<file path="src/rtl/glitch_seq_pkg.sv">
// Shared definitions for the glitch sequencer: FSM state codes, register map and bit positions.
// No logic here beyond a byte-strobe merge helper.
package glitch_seq_pkg;

   typedef enum logic [2:0] {
      ST_IDLE  = 3'd0,
      ST_ARMED = 3'd1,
      ST_DELAY = 3'd2,
      ST_PULSE = 3'd3,
      ST_GAP   = 3'd4,
      ST_DONE  = 3'd5
   } state_t;

   localparam logic [2:0] REG_CTRL   = 3'd0;
   localparam logic [2:0] REG_DELAY  = 3'd1;
   localparam logic [2:0] REG_WIDTH  = 3'd2;
   localparam logic [2:0] REG_GAP    = 3'd3;
   localparam logic [2:0] REG_STATUS = 3'd4;

   localparam int CTRL_ARM        = 0;
   localparam int CTRL_ABORT      = 1;
   localparam int CTRL_TRIG_RISE  = 2;
   localparam int CTRL_OUT_POL    = 3;
   localparam int CTRL_PULSES_LSB = 8;

   localparam int STAT_STATE_LSB  = 0;
   localparam int STAT_DONE       = 8;
   localparam int STAT_ABORTED    = 9;
   localparam int STAT_ISSUED_LSB = 16;

   typedef struct packed {
      logic [7:0] pulses;
      logic       out_pol;
      logic       trig_rise;
   } ctrl_t;

   function automatic logic [31:0] apply_strb(input logic [31:0] old, input logic [31:0] wdat,
                                              input logic [3:0] strb);
      logic [31:0] r;
      r = old;
      for (int b = 0; b < 4; b++)
         if (strb[b]) r[8*b +: 8] = wdat[8*b +: 8];
      return r;
   endfunction

endpackage

</file>
<file path="src/rtl/glitch_trig_sync.sv">
// Trigger synchronizer plus edge detector; trig_edge is high for one cycle, SYNC_STAGES cycles
// after the input changes. No backpressure: edges are simply reported.
module glitch_trig_sync #(
   parameter int SYNC_STAGES = 2
) (
   input  logic clk,
   input  logic resetn,
   input  logic trigger_in,
   input  logic rise,
   output logic trig_edge
);

   logic [SYNC_STAGES-1:0] sync_q;
   logic                   prev_q;

   always_ff @(posedge clk) begin
      if (!resetn) begin
         sync_q <= '0;
         prev_q <= 1'b0;
      end else begin
         sync_q <= {sync_q[SYNC_STAGES-2:0], trigger_in};
         prev_q <= sync_q[SYNC_STAGES-1];
      end
   end

   assign trig_edge = rise ? (sync_q[SYNC_STAGES-1] & ~prev_q)
                           : (~sync_q[SYNC_STAGES-1] & prev_q);

endmodule

</file>
<file path="src/rtl/glitch_sequencer.sv">
// iomem-mapped power-dip glitch sequencer: trigger edge -> delay -> train of pulses on glitch_out.
// Bus acks one cycle after request, never stalls; trigger-to-glitch is SYNC_STAGES+2+DELAY cycles.
module glitch_sequencer
   import glitch_seq_pkg::*;
#(
   parameter logic [7:0] BASE_ADDR   = 8'h05,
   parameter int         SYNC_STAGES = 2,
   parameter int         DELAY_W     = 32,
   parameter int         WIDTH_W     = 16
) (
   input  logic        clk,
   input  logic        resetn,
   input  logic        iomem_valid,
   output logic        iomem_ready,
   input  logic [3:0]  iomem_wstrb,
   input  logic [31:0] iomem_addr,
   input  logic [31:0] iomem_wdata,
   output logic [31:0] iomem_rdata,
   input  logic        trigger_in,
   output logic        glitch_out,
   output logic        busy,
   output logic        done_irq
);

   state_t               state, state_nxt;
   ctrl_t                ctrl_r;
   logic [DELAY_W-1:0]   delay_r, cnt, cnt_nxt, width_m1, gap_m1;
   logic [WIDTH_W-1:0]   width_r, gap_r;
   logic [7:0]           issued, issued_nxt, pulses_eff;
   logic                 done_r, done_nxt, aborted_r, aborted_nxt, glitch_nxt;
   logic                 sel, wr, arm_wr, abort_wr, trig_edge;
   logic [2:0]           reg_sel;
   logic [31:0]          rd_mux;
   logic                 unused_addr;

   assign sel      = iomem_valid && !iomem_ready && (iomem_addr[31:24] == BASE_ADDR);
   assign wr       = sel && (iomem_wstrb != 4'b0000);
   assign reg_sel  = iomem_addr[4:2];
   assign arm_wr   = wr && (reg_sel == REG_CTRL) && iomem_wstrb[0] && iomem_wdata[CTRL_ARM];
   assign abort_wr = wr && (reg_sel == REG_CTRL) && iomem_wstrb[0] && iomem_wdata[CTRL_ABORT];
   assign unused_addr = ^{iomem_addr[23:5], iomem_addr[1:0]};

   // Zero-valued width/gap/pulse settings behave as 1.
   assign pulses_eff = (ctrl_r.pulses == 8'd0) ? 8'd1 : ctrl_r.pulses;
   assign width_m1   = (width_r == '0) ? '0 : DELAY_W'(width_r - WIDTH_W'(1));
   assign gap_m1     = (gap_r == '0) ? '0 : DELAY_W'(gap_r - WIDTH_W'(1));

   glitch_trig_sync #(.SYNC_STAGES(SYNC_STAGES)) u_trig (
      .clk        (clk),
      .resetn     (resetn),
      .trigger_in (trigger_in),
      .rise       (ctrl_r.trig_rise),
      .trig_edge  (trig_edge)
   );

   always_comb begin
      rd_mux = '0;
      case (reg_sel)
         REG_CTRL: begin
            rd_mux[CTRL_TRIG_RISE]         = ctrl_r.trig_rise;
            rd_mux[CTRL_OUT_POL]           = ctrl_r.out_pol;
            rd_mux[CTRL_PULSES_LSB +: 8]   = ctrl_r.pulses;
         end
         REG_DELAY:  rd_mux = 32'(delay_r);
         REG_WIDTH:  rd_mux = 32'(width_r);
         REG_GAP:    rd_mux = 32'(gap_r);
         REG_STATUS: begin
            rd_mux[STAT_STATE_LSB +: 3]    = state;
            rd_mux[STAT_DONE]              = done_r;
            rd_mux[STAT_ABORTED]           = aborted_r;
            rd_mux[STAT_ISSUED_LSB +: 8]   = issued;
         end
         default: rd_mux = '0;
      endcase
   end

   // Configuration is frozen while a sequence is in flight.
   always_ff @(posedge clk) begin
      if (!resetn) begin
         iomem_ready <= 1'b0;
         iomem_rdata <= '0;
         ctrl_r      <= '0;
         delay_r     <= '0;
         width_r     <= '0;
         gap_r       <= '0;
      end else begin
         iomem_ready <= sel;
         if (sel) iomem_rdata <= rd_mux;
         if (wr && state == ST_IDLE) begin
            case (reg_sel)
               REG_CTRL: begin
                  if (iomem_wstrb[0]) begin
                     ctrl_r.trig_rise <= iomem_wdata[CTRL_TRIG_RISE];
                     ctrl_r.out_pol   <= iomem_wdata[CTRL_OUT_POL];
                  end
                  if (iomem_wstrb[1]) ctrl_r.pulses <= iomem_wdata[CTRL_PULSES_LSB +: 8];
               end
               REG_DELAY: delay_r <= DELAY_W'(apply_strb(32'(delay_r), iomem_wdata, iomem_wstrb));
               REG_WIDTH: width_r <= WIDTH_W'(apply_strb(32'(width_r), iomem_wdata, iomem_wstrb));
               REG_GAP:   gap_r   <= WIDTH_W'(apply_strb(32'(gap_r), iomem_wdata, iomem_wstrb));
               default: ;
            endcase
         end
      end
   end

   always_ff @(posedge clk) begin
      if (!resetn) begin
         state      <= ST_IDLE;
         cnt        <= '0;
         issued     <= '0;
         done_r     <= 1'b0;
         aborted_r  <= 1'b0;
         glitch_out <= 1'b0;
      end else begin
         state      <= state_nxt;
         cnt        <= cnt_nxt;
         issued     <= issued_nxt;
         done_r     <= done_nxt;
         aborted_r  <= aborted_nxt;
         glitch_out <= glitch_nxt;
      end
   end

   always_comb begin
      state_nxt   = state;
      cnt_nxt     = cnt;
      issued_nxt  = issued;
      done_nxt    = done_r;
      aborted_nxt = aborted_r;
      case (state)
         ST_IDLE: begin
            if (arm_wr && !abort_wr) begin
               state_nxt   = ST_ARMED;
               done_nxt    = 1'b0;
               aborted_nxt = 1'b0;
               issued_nxt  = '0;
            end
         end
         ST_ARMED: begin
            if (trig_edge) begin
               state_nxt = ST_DELAY;
               cnt_nxt   = delay_r;
            end
         end
         ST_DELAY: begin
            if (cnt == '0) begin
               state_nxt = ST_PULSE;
               cnt_nxt   = width_m1;
            end else begin
               cnt_nxt = cnt - DELAY_W'(1);
            end
         end
         ST_PULSE: begin
            if (cnt == '0) begin
               issued_nxt = issued + 8'd1;
               if ((issued + 8'd1) == pulses_eff) begin
                  state_nxt = ST_DONE;
               end else begin
                  state_nxt = ST_GAP;
                  cnt_nxt   = gap_m1;
               end
            end else begin
               cnt_nxt = cnt - DELAY_W'(1);
            end
         end
         ST_GAP: begin
            if (cnt == '0) begin
               state_nxt = ST_PULSE;
               cnt_nxt   = width_m1;
            end else begin
               cnt_nxt = cnt - DELAY_W'(1);
            end
         end
         ST_DONE: begin
            done_nxt  = 1'b1;
            state_nxt = ST_IDLE;
         end
         default: state_nxt = ST_IDLE;
      endcase
      if (abort_wr && state != ST_IDLE) begin
         state_nxt   = ST_IDLE;
         aborted_nxt = 1'b1;
      end
   end

   // Registered drive; an abort returns the pin to idle on the very edge that accepts the write.
   assign glitch_nxt = (state == ST_PULSE && !abort_wr) ? ~ctrl_r.out_pol : ctrl_r.out_pol;
   assign busy       = (state != ST_IDLE);
   assign done_irq   = (state == ST_DONE);

endmodule

</file>
<file path="config.mk">
export PLATFORM = sky130hd
export DESIGN_NAME = glitch_sequencer
export DESIGN_NICKNAME = d
export VERILOG_FILES = /design/src/rtl/glitch_seq_pkg.sv /design/src/rtl/glitch_trig_sync.sv /design/src/rtl/glitch_sequencer.sv
export SDC_FILE = /design/constraint.sdc
export NUM_CORES = 1
export LEC_CHECK = 0
export BUFFER_PORTS_ARGS = -buffer_cell sky130_fd_sc_hd__buf_2
export CAP_MARGIN = 20
export CORE_UTILIZATION = 35
export DETAILED_ROUTE_END_ITERATION = 16
export REMOVE_ABC_BUFFERS = 1
export SETUP_SLACK_MARGIN = 0.5
export SYNTH_ARGS = -nofsm -noshare
export SYNTH_HDL_FRONTEND = slang
export SYNTH_HIERARCHICAL = 1
export SYNTH_SLANG_ARGS = --single-unit
</file>
<file path="constraint.sdc">
create_clock -name clk -period 3.3 [get_ports clk]
set_input_delay 0.66 -clock clk [delete_from_list [all_inputs] [get_ports clk]]
set_output_delay 0.66 -clock clk [all_outputs]
set_load 0.02 [all_outputs]
</file>
== After elaboration in Yosys (flattened, before gate mapping) ==
Cells that the tools add are included.

* Output and inout bits: 36
* Register bits after elaboration: 156
* Logic and storage cells: 121
* Bits of input ports: 72

* Multiplexer cells: 31
* Eq/ne operators: 16
* Add/subtract/negate cells: 4
* Reduce and logical (&&, ||, !) cells: 43
* Bitwise operators: 6

{| class="wikitable"
|+ Operators by type and width
! operator !! count
|-
| 2-to-1 mux 32 bit || 6
|-
| case mux 32 bit (3 select lines) || 1
|-
| AND reduction 3 bit || 12
|-
| subtractor 16 x 1 -> 17 bit (second input constant) || 2
|-
| logical NOT 16 bit || 2
|-
| logical NOT 32 bit || 1
|-
| 2-to-1 mux 8 bit || 4
|-
| case mux 8 bit (2 select lines) || 2
|-
| subtractor 32 x 1 -> 32 bit (second input constant) || 1
|-
| case mux 6 bit (4 select lines) || 1
|-
| equality test 3 x 2 -> 1 bit (second input constant) || 4
|-
| 2-to-1 mux 3 bit || 4
|-
| case mux 3 bit (4 select lines) || 1
|-
| case mux 4 bit (3 select lines) || 1
|-
| logical AND 1 bit || 11
|-
| case mux 2 bit (5 select lines) || 1
|-
| equality test 3 bit (second input constant) || 3
|-
| adder 8 x 1 -> 8 bit (second input constant) || 1
|-
| equality test 8 x 3 -> 1 bit (second input constant) || 1
|-
| equality test 8 bit || 1
|-
| logical NOT 8 bit || 1
|-
| case mux 2 bit (4 select lines) || 1
|-
| nonzero test 2 bit || 4
|-
| equality test 3 x 1 -> 1 bit (second input constant) || 2
|-
| 16 further kinds || 32
|}

== Longest topological paths before layout ==
* Depth in word-level cells: 12
* Gate-level depth with buffers: 11
* Mapped depth without buffers: 9

== By module ==
Netlist, hierarchy kept.

{| class="wikitable"
|+ By module, submodules not included
! module !! instances !! cells each !! seq. area each (um2) !! area an instance (um2)
|-
| glitch_sequencer || 1 || 1055 || 3062.9 || 8361.8
|-
| glitch_trig_sync || 1 || 9 || 60.1 || 102.6
|}

== Least setup slack after synthesis ==
OpenSTA, ideal clock, no wires.

* Path kind: reg-to-reg
* Start point: register cnt[22]
* End point: register cnt[18]
* Slack: 0.481 ns
* Cell stages (with the launch flop): 9
* Required time: 3.184 ns
* Arrival: 2.702 ns
* Setup time: 0.116 ns
* Path buffers: 3
* Period minus slack after synthesis: 2.819 ns
* Cell sequence: dfxtp_1 > or4_4 > or4_4 > or3_1 > buf_2 > o31a_1 > buf_2 > buf_2 > a31o_2

* Longest elaborated chain between the ends: 3
* Elaborated cells on any way between the ends: 6
* Those cells by class: 1 x eq/ne; 3 x mux; 2 x reduce/logical

{| class="wikitable"
|+ RTL lines
! item !! line !! source
|-
| start, declared || glitch_sequencer.sv:27 || <nowiki>logic [DELAY_W-1:0] delay_r, cnt, cnt_nxt, width_m1, gap_m1;</nowiki>
|-
| start signal, assigned || glitch_sequencer.sv:117 || <nowiki>cnt <= cnt_nxt;</nowiki>
|-
| logical NOT 32 bit (*) || glitch_sequencer.sv:147, glitch_sequencer.sv:155, glitch_sequencer.sv:168 ||
|-
| inequality test 3 bit (no line), or another cell as far along || - ||
|-
| AND reduction 3 bit (no line) or case mux 32 bit (3 select lines) (tied branches) || - ||
|}

Mark *: on every way between the ends. The rest lies on a longest branch, timed or not.
A chain may end at the register's enable or synchronous reset.

== Worst setup path after layout ==
* Start point: register cnt[17]
* End point: register cnt[18]

* Longest elaborated chain between the ends: 3
* Elaborated cells on any way between the ends: 7
* Those cells by class: 1 x add/sub; 1 x eq/ne; 3 x mux; 2 x reduce/logical

{| class="wikitable"
|+ RTL lines
! item !! line
|-
| subtractor 32 x 1 -> 32 bit or logical NOT 32 bit (tied branches) || -
|-
| 2-to-1 mux 32 bit, or another cell as far along || glitch_sequencer.sv:147, glitch_sequencer.sv:168
|-
| case mux 32 bit (3 select lines) or AND reduction 3 bit (tied branches) || -
|}

Several ways; a longest one is shown, not always the timed one.

==> summary.md <==
| Metric | Value |
|---|---|
| Die height | `157.5 microns` |
| Global-route wire length before repair | `41500 microns` |
| Row cnt | `56` |
| Antenna violations before repair | `0` |
| R2R depth | `6` |
| Worst Setup Slack, final | `between 0.4 and 0.5 ns` |
| Max Clk Rate | `355.6 MHz` |
| Number of global-route vias before repair | `7532` |
| Worst-Skew Late Latency | `about 0.44 ns` |
| Most frequent cell after synthesis | `dfxtp_1` |
| Worst path cell trace | `or4_4 > or4_4 > or3_4 > o31a_4 > buf_4 > a31o_2` |
| Post-synthesis sequential area ratio | `36.90%` |
| Area contributors post-synth | `dfxtp_1 37%, nor2_1 5.6%, a21oi_1 5.6%, mux2i_1 5.1%, nand2_1 4.5%` |
| Vias per cell | `5.599` |
| Finished Core Util | `between 40% and 50%` |
| Yosys warning total | `6` |
| GPL Wtd Cong | `0.8970` |
| Post-Layout Cell Count | `around 1500` |
| Maximum vdd drop | `0.5262 mV` |
| Placed cell areas | `9280 sq um` |
| R2r setup slk | `slightly below 0.5 ns` |
| Dpl ws | `about 0.25 ns` |
| Chip width | `157.5 microns` |
| CP most frequent cell | `or4_4` |
| Share of cells above drive strength 1 | `18.17%` |
| Cells after Synth | `1064` |
| Final setup viols | `0` |
| Worst Hold Slack | `around 0.43 ns` |
| Overall Global Routing Usage | `21.80%` |
| Hold_buf cts | `0` |
| CP max stage delay | `0.56 ns` |
| Tmin final | `2.812 ns` |
| Required time of the critical path | `approximately 3.6 ns` |
| Largest net degree at the start of global routing | `between 50 and 60` |
| H-tree levels | `4` |
| Count of pins over their slew limit | `0` |
| EDFF count, synth | `0` |
| Worst path top cell family by delay | `simple AND/OR/NAND/NOR gates` |
| Relative slew slack | `47.27%` |
| Hpwl dp | `18460 microns` |
| Clock tree sinks | `156` |
| Synth Area per Inst | `roughly 8 sq um` |
| Hold Vio Cnt, Final | `0` |
| Worst Hold Depth | `2` |
| Worst hold path endpoint | `u_trig/sync_q[0]` |
| ANT nets after route | `0` |
| Area delta synth->final | `18.57%` |
| Synth Cell Area | `8464 sq um` |
| Seq cells post-synth | `156` |
| Final period util | `85.22%` |
| Clock slew at reported path FFs | `0.07 ns` |
| Drt first-iter violations | `650` |
| DRC | `0` |
| Drt total wl | `approximately 27000 microns` |
| Worst path arrival time | `3.15 ns` |
| HP Start | `trigger_in` |
| CP Max Fanout | `8` |
| Top cell type's share of synthesized area | `36.90%` |
| Port bufs | `86` |
| Pleak | `~4.0 nW` |
| Critical path class | `register to register` |
| Initial Util | `35.85%` |
| Hold/Removal Path Class | `input port to register` |
| Root Driver | `clkbuf_16` |
| Area of the core | `between 20000 and 25000 sq um` |
| Placed Instances | `~1400` |
| Reg2reg end | `cnt[18]` |
| PD cells | `579.2 nW/um^2` |
| N_diodes | `0` |
| CTS tree | `yes` |
| Design area | `around 10000 sq um` |
| Unique masters post-synth | `67` |
| Status | `completed` |
| Gr ovfl total | `0` |
| CP Launch Type | `register` |
| Post-DR wirelength/cell | `between 15 and 20 microns` |
| DR vias | `approximately 8200` |
| Worst r2r src | `cnt[17]` |
| Max Clock Skew | `0.009082 ns` |
| Max Cap Viol | `0` |
| Async SR Flop Fraction | `0%` |
| Final net count | `about 1200` |
| CP endpoint kind | `register` |
| Dominant synthesized flop cell | `dfxtp_1` |
| Post-synth top cells | `156 x dfxtp_1, 127 x nor2_1, 101 x nand2_1, 95 x a21oi_1, 70 x clkbuf_1` |
| # fillers | `2389` |
| Area leader, netlist | `dfxtp_1` |
| Die area | `24810 sq um` |
| IO Pins | `108` |
| Register Area | `between 3000 and 4000 sq um` |
| Clk buf depth | `2` |
| CTS buffer count | `17` |
| Worst Tran Pin Value | `0.7894 ns` |
| Worst Path Buf+Inv | `1` |
| Multi-input logic area | `5015 sq um` |
| Slowest-stage cell, CP | `or4_4` |
| TritonRoute pass-1 iters | `5` |
| RSZ-0062 raised after global routing | `true` |
[state kept, by name (all words and copies together) (netlist names), 3 cells and up]
signal,count
issued,8
width_r,16
iomem_rdata,32
ctrl_r,10
gap_r,16
state,3
cnt,32
delay_r,32
[per-stage QoR]
step / TNS, ns / power, mW
floorplan: -51.38 / 2.932
global placement: 0 / 3.552
detailed placement: 0 / 3.572
CTS: 0 / 5.785
global route: 0 / 6.064
finish: 0 / 5.812
[layer usage]
metal	GRT usage (%)	vias to the layer above	part of all wire [%]
met5	0	-	0
met4	7.397	0	2.2
met1	30.20	3920	47
met3	3.497	42	5.5
li1	-	3975	-
met2	34.13	260	45
[kinds of logic after synthesis]
logic type                 share of synthesized area [%]
AOI/OAI and AO/OA                                  17.95
xor gates and xnor gates                           5.588
adders and majority gates                          1.153
buffers and inverters                              4.730
DFF                                                36.90
muxes                                              8.012
and+or+nand+nor                                    25.68
[where the power goes]
| part | internal, mW | switching (mW) | total (mW) |
|---|---|---|---|
| clock network | 1.01 | 0.935 | 1.94 |
| registers | 1.91 | 0.0539 | 1.97 |
| logic | 0.775 | 1.13 | 1.90 |
[layout by cell type (no fill, tap or decap), drive strengths merged, types with 7 or more instances in the layout]
master and n:
a211oi 13, a21oi 95, a221oi 9, a22oi 24, a31oi 7, and2 11
buf 130, clkbuf 18, dfxtp 156, ha 7, inv 27, mux2i 43
mux4 8, nand2 101, nand3 58, nand3b 9, nand4 10, nor2 127
nor2b 14, nor3 46, nor4 20, o21ai 32, o22ai 20, o31ai 10
or3 8, or4 12, xnor2 32, xor2 22
[what timing repair did]
item / CTS / global route
resized for setup: 10 / 15
gates cloned: 1 / 1
endpoints found under the setup margin: 38 / 37
setup buffers: 5 / 3
pin swaps: 2 / 3
[worst max path at each step]
stage	startpoint	to	slack, ns	depth (start not counted)
finish	cnt[17]	cnt[18]	0.49	6
global route	cnt[17]	cnt[3]	0.44	7
CTS	cnt[22]	cnt[2]	0.48	6
detailed placement	cnt[22]	cnt[9]	0.25	6
global placement	cnt[22]	cnt[26]	0.26	6
floorplan	cnt[22]	issued[5]	-0.89	7
[final cells by class]
class                   count  share of cell area (%)
multi-input cells         808                   49.97
flip-flops and latches    156                   31.14
repair buffers            131                   8.490
clock buffers              17                   4.239
well taps                 319                   3.977
clock inverters            15                   1.484
inverters                  18                  0.6982
[worst reg2reg max path: cells and delay by family, from the launching register on]
kind	cells	cell delay, ns
AOI/OAI and AO/OA	2	0.60
DFF	1	0.36
buffers and inverters	1	0.20
and+or+nand+nor	3	1.56
(Power assumes the default switching activity.)
